`src/rtl/dz_scan_multi.sv`:
```
`default_nettype none
// ============================================================================
// Module      : dz_scan_multi
// Description : 8x8 bicolour (red/green) LED dot-matrix scan driver. Shows
//               digits 0-9 from an internal glyph ROM in off/red/green/yellow,
//               with a programmable row-scan divider, anti-ghost blanking at
//               the start of every row slot, tear-free frame-boundary updates
//               and optional blinking.
// Ports       : clk         - system clock
//               rst         - synchronous active-low reset
//               num         - digit to show (0-9 glyphs, 10-15 blank)
//               color       - 00 off, 01 red, 10 green, 11 yellow
//               blink_en    - enables blinking
//               num_valid   - single-cycle strobe capturing num/color
//               row         - one-hot row select (polarity per ROW_ACTIVE_LOW)
//               colr/colg   - red/green columns, bit 7 = leftmost, 1 = lit
//               frame_start - one-cycle pulse at the start of the row-0 slot
// Revision    : 1.0 - initial release
// ============================================================================
module dz_scan_multi #(
  parameter int SCAN_DIV       = 1000,
  parameter int BLANK_CYC      = 16,
  parameter int BLINK_FRAMES   = 32,
  parameter bit ROW_ACTIVE_LOW = 1'b0
) (
  input  logic       clk,
  input  logic       rst,
  input  logic [3:0] num,
  input  logic [1:0] color,
  input  logic       blink_en,
  input  logic       num_valid,
  output logic [7:0] row,
  output logic [7:0] colr,
  output logic [7:0] colg,
  output logic       frame_start
);

  localparam int DIV_W = $clog2(SCAN_DIV);
  localparam int FRM_W = (BLINK_FRAMES > 1) ? $clog2(BLINK_FRAMES) : 1;

  localparam logic [DIV_W-1:0] DIV_LAST  = DIV_W'(SCAN_DIV - 1);
  localparam logic [DIV_W-1:0] BLANK_END = DIV_W'(BLANK_CYC);
  localparam logic [FRM_W-1:0] FRM_LAST  = FRM_W'(BLINK_FRAMES - 1);

  // Glyph ROM: row 0 is the most significant byte of each 64-bit constant.
  function automatic logic [7:0] glyph_row(input logic [3:0] d, input logic [2:0] r);
    logic [63:0] g;
    logic [63:0] s;
    case (d)
      4'd0:    g = 64'h00_3C_66_66_66_66_66_3C;
      4'd1:    g = 64'h00_18_18_38_18_18_18_7E;
      4'd2:    g = 64'h00_3C_66_06_0C_30_60_7E;
      4'd3:    g = 64'h00_3C_66_06_1C_06_66_3C;
      4'd4:    g = 64'h00_0C_1C_2C_4C_7E_0C_0C;
      4'd5:    g = 64'h00_7E_60_7C_06_06_66_3C;
      4'd6:    g = 64'h00_3C_60_7C_66_66_66_3C;
      4'd7:    g = 64'h00_7E_06_0C_18_30_30_30;
      4'd8:    g = 64'h00_3C_66_66_3C_66_66_3C;
      4'd9:    g = 64'h00_3C_66_66_3E_06_66_3C;
      default: g = 64'h0;
    endcase
    s = g << {r, 3'b000};
    return s[63:56];
  endfunction

  logic [DIV_W-1:0] div_cnt;
  logic [2:0]       row_idx;
  logic [FRM_W-1:0] frame_cnt;
  logic             blink_phase;
  logic [3:0]       pend_num;
  logic [1:0]       pend_col;
  logic [3:0]       disp_num;
  logic [1:0]       disp_col;
  logic [7:0]       row_q;

  logic             div_wrap;
  logic             frame_end;
  logic             dark;
  logic [7:0]       glyph;

  always_comb begin
    div_wrap  = (div_cnt == DIV_LAST);
    frame_end = div_wrap && (row_idx == 3'd7);
    // Columns go dark during the anti-ghost window and the blink-off phase;
    // the row select itself stays driven.
    dark      = (div_cnt < BLANK_END) || (blink_en && blink_phase);
    glyph     = glyph_row(disp_num, row_idx);
  end

  always_ff @(posedge clk) begin
    if (!rst) begin
      div_cnt     <= '0;
      row_idx     <= 3'd0;
      frame_cnt   <= '0;
      blink_phase <= 1'b0;
      pend_num    <= 4'hF;
      pend_col    <= 2'b00;
      disp_num    <= 4'hF;
      disp_col    <= 2'b00;
      row_q       <= 8'h00;
      colr        <= 8'h00;
      colg        <= 8'h00;
      frame_start <= 1'b0;
    end else begin
      if (div_wrap) begin
        div_cnt <= '0;
        row_idx <= row_idx + 3'd1;
      end else begin
        div_cnt <= div_cnt + DIV_W'(1);
      end

      if (num_valid) begin
        pend_num <= num;
        pend_col <= color;
      end

      if (frame_end) begin
        // A strobe landing on the boundary itself bypasses the pending
        // register so it is not delayed by a whole frame.
        if (num_valid) begin
          disp_num <= num;
          disp_col <= color;
        end else begin
          disp_num <= pend_num;
          disp_col <= pend_col;
        end
        if (frame_cnt == FRM_LAST) begin
          frame_cnt   <= '0;
          blink_phase <= ~blink_phase;
        end else begin
          frame_cnt <= frame_cnt + FRM_W'(1);
        end
      end

      row_q       <= 8'b0000_0001 << row_idx;
      colr        <= (!dark && disp_col[0]) ? glyph : 8'h00;
      colg        <= (!dark && disp_col[1]) ? glyph : 8'h00;
      frame_start <= (row_idx == 3'd0) && (div_cnt == '0);
    end
  end

  generate
    if (ROW_ACTIVE_LOW) begin : g_row_low
      assign row = ~row_q;
    end else begin : g_row_high
      assign row = row_q;
    end
  endgenerate

endmodule
`default_nettype wire

```
`config.mk`:
```
export PLATFORM = sky130hd
export DESIGN_NAME = dz_scan_multi
export DESIGN_NICKNAME = d
export VERILOG_FILES = /design/src/rtl/dz_scan_multi.sv
export SDC_FILE = /design/constraint.sdc
export NUM_CORES = 1
export LEC_CHECK = 0
export CORE_MARGIN = 3
export CORE_UTILIZATION = 35
export DETAILED_ROUTE_END_ITERATION = 7
export GPL_TIMING_DRIVEN = 0
export MAX_ROUTING_LAYER = met4
export PLACE_DENSITY = 0.64
export SLEW_MARGIN = 20
export SYNTH_ARGS = -nofsm -noshare
export SYNTH_HDL_FRONTEND = slang
export SYNTH_SLANG_ARGS = --single-unit
```
`constraint.sdc`:
```
create_clock -name clk -period 8.7 [get_ports clk]
set_clock_uncertainty 0.05 [all_clocks]
set_input_delay 2.61 -clock clk [delete_from_list [all_inputs] [get_ports clk]]
set_output_delay 2.61 -clock clk [all_outputs]
set_load 0.05 [all_outputs]
```
==> impl_metrics.env <==
export IMPL_p_int_uw=542.9
export IMPL_hold_ws_ns=0.4116
export IMPL_dpl_hpwl_um=5424
export IMPL_viasPerCell=4.678
export IMPL_synth_top_area_share_pct=45.09
export IMPL_syn2layout_area_growth_pct=19.16
export IMPL_synth_top_area_cell="dfxtp_1"
export IMPL_min_period_ns=4.851
export IMPL_grt_pass1_wl_um=11960
export IMPL_setup_slack_ns=3.849
export IMPL_synth_compound_area_share_pct=13.98
export IMPL_io_buffers=29
export IMPL_worst_endpoint_arrival_ns=5.04
export IMPL_dpl_worst_slack_ns=3.469
export IMPL_slew_viol_final=0
export IMPL_avgSynthCellArea_um2=9.950
export IMPL_routedWlPerCell_um=13.57
export IMPL_pwr_share_comb_pct=4.2
export IMPL_placed_cell_area_um2=4020
export IMPL_post_cts_buffers=0
export IMPL_design_area_um2=4233
export IMPL_worstHoldStart="frame_cnt[4]"
export IMPL_synth_xor_area_share_pct=2.712
export IMPL_vdd_drop_max_mv=0.09500
export IMPL_cts_tree="built"
export IMPL_netSwitchingPower_uw=150.8
export IMPL_ys_flop_type="dfxtp_1"
export IMPL_grt_usage_pct=13.54
export IMPL_cts_resized=0
export IMPL_startpoint="num[0]"
export IMPL_vias=2517
export IMPL_hold_buffers=0
export IMPL_reg2reg_depth=10
export IMPL_r2r_setup_slack_ns=5.35
export IMPL_status="finished, final reports clean"
export IMPL_synth_simple_area_share_pct=16.34
export IMPL_cts_clk_slew_worst_paths_ns=0.07
export IMPL_netlist_instances=357
export IMPL_synth_cell_types=62
export IMPL_synthTopCellsByArea="dfxtp_1, ha_1, nor2_1"
export IMPL_power_frac_clock_pct=42.3
export IMPL_period_share_pct=55.76
export IMPL_yosysMostFrequentCell="dfxtp_1"
export IMPL_holdPathEnd="frame_cnt[4]"
export IMPL_cp_end_kind="flip-flop"
export IMPL_core_um2=9819
export IMPL_root_buffer="clkbuf_8"
export IMPL_p_per_area_nw_per_um2=163.9
export IMPL_max_slew_margin_rel_pct=62.23
export IMPL_hold_depth=2
export IMPL_layout_drive_gt1_share_pct=14.81
export IMPL_drcViolationCount=0
export IMPL_io_pins=35
export IMPL_start_util_pct=36.17
export IMPL_report_final_hold_viol_count=0
export IMPL_synth_edff_count=0
export IMPL_p_sw_share_pct=21.74
export IMPL_grt_pass1_vias=2390
export IMPL_synthTopCellsByCount="dfxtp_1, nor2_1, nand2_1"
export IMPL_cp_required_ns=8.89
export IMPL_n_antenna_cell=0
export IMPL_pwr_share_seq_pct=53.4
export IMPL_ant_nets=0
export IMPL_cp_start_kind="input pin"
export IMPL_hold_class="reg2reg"
export IMPL_synth_mux_area_share_pct=9.722
export IMPL_netlist_area_um2=3552
export IMPL_nets=426
export IMPL_die_h_um=106.7
export IMPL_cts_max_path_buffers=2
export IMPL_fmax_mhz=206.1
export IMPL_critPathKind="in2reg"
export IMPL_synth_top_family_by_area="simple AND/OR/NAND/NOR gates"
export IMPL_synthAdderAreaFrac_pct=5.636
export IMPL_crit_fanout=9
export IMPL_worst_slew_pin_slew_ns=0.5556
export IMPL_die_area_um2=11390
export IMPL_htree_levels=3
export IMPL_grt_overflow_total=0
export IMPL_die_w_um=106.7
export IMPL_finalSetupViolCount=0
export IMPL_ys_seq_elements=80
export IMPL_power_leakage_nw=1.668
export IMPL_clock_sinks=80
export IMPL_rsz0062_at_grt="no"
export IMPL_drtPass1Iterations=4
export IMPL_ys_seq_area_share_pct=45.09
export IMPL_final_setup_tns_ns=0
export IMPL_numCtsBuffers=9
export IMPL_clock_latency_ns=0.35
export IMPL_place_gp_congestion=0.8153
export IMPL_synth_warnings=0
export IMPL_drt_total_wl_um=7299
export IMPL_ys_async_sr_fraction_pct=0
export IMPL_antenna_found_initial=0
export IMPL_reg2reg_from="div_cnt[0]"
export IMPL_finalPower_uw=693.8
export IMPL_row_count=36
export IMPL_grt_max_degree=14
export IMPL_drt_iter0_drc=129
export IMPL_maxCapViolations=0
## how the worst max path moves through the flow
stage / slack, ns / to / depth (start not counted)
floorplan: 4.13 / flip-flop / 8
global placement: 3.48 / flip-flop / 8
detailed placement: 3.47 / flip-flop / 8
CTS: 3.83 / flip-flop / 8
global route: 3.65 / flip-flop / 8
finish: 3.85 / flip-flop / 8
## worst max-delay path: stages
cell,delay [ns]
clkdlybuf4s50_1,0.39
mux2_2,0.27
mux2i_2,0.46
nand2_1,0.26
ha_1,0.33
clkbuf_1,0.23
o21a_1,0.24
a311oi_1,0.25
## cells in the final DEF, fill, tap and decap left out, drive strengths merged, types with 2 or more instances in the layout
cell	netlist	layout
clkdlybuf4s50	0	29
clkinv	0	2
and3	9	9
nand2b	4	4
a22oi	3	3
a21o	3	3
nand4	2	2
and2	5	5
mux2	12	12
o21a	2	2
mux2i	14	14
xnor2	6	6
o21ai	18	18
a221oi	3	3
ha	16	16
conb	1	4
bufinv	0	2
or2	2	2
xor2	5	5
o211a	2	2
o31ai	3	3
nor3	4	4
a21oi	20	20
clkbuf	10	21
a211oi	2	2
buf	14	14
nor2b	6	6
nand3	12	12
nand2	27	27
inv	14	14
dfxtp	80	80
a311oi	2	2
nor2	41	41
## cell type report
class | count | area, um2
clock buffers | 11 | 131.4
plain buffers | 24 | 175.2
well taps | 133 | 166.4
flip-flops and latches | 80 | 1602
repair buffers | 29 | 290.3
multi-input cells | 242 | 1734
fillers | 989 | 5587
clock inverters | 5 | 81.33
inverters | 14 | 52.55
## logic make-up (layout without fill, tap and decap cells)
kind of cell	count (synthesis)	after routing
adder cells (fa/ha/maj)	16	16
buffers and inverters	38	83
multiplexers	27	27
AND/OR/NAND/NOR	117	117
XOR/XNOR	11	11
flip-flops	80	80
other	1	4
AO/OA/AOI/OAI	67	67
## stage by stage
step / utilization [%] / cells
after floorplan: - / 360
after global placement: 40.94 / 522
after detailed placement: 40.94 / 522
after CTS: 43.11 / 538
after global routing: 43.11 / 538
final: 43.11 / 538
## power by group through the flow
stage,clock (mW),combinational (mW),sequential [mW]
2_1_floorplan,0,0.0176,0.382
3_3_place_gp,0,0.0290,0.379
3_5_place_dp,0,0.0292,0.379
4_1_cts,0.297,0.0293,0.371
5_1_grt,0.310,0.0312,0.371
6_report,0.294,0.0292,0.371
## per-layer routing
metal / GRT usage (%) / up-vias / routed length (um)
met1: 17.24 / 1157 / 3437
met5: - / - / 0
met3: 2.167 / 10 / 336
met2: 21.58 / 51 / 3434
li1: - / 1299 / -
met4: 5.479 / 0 / 91
(Power assumes the default switching activity.)
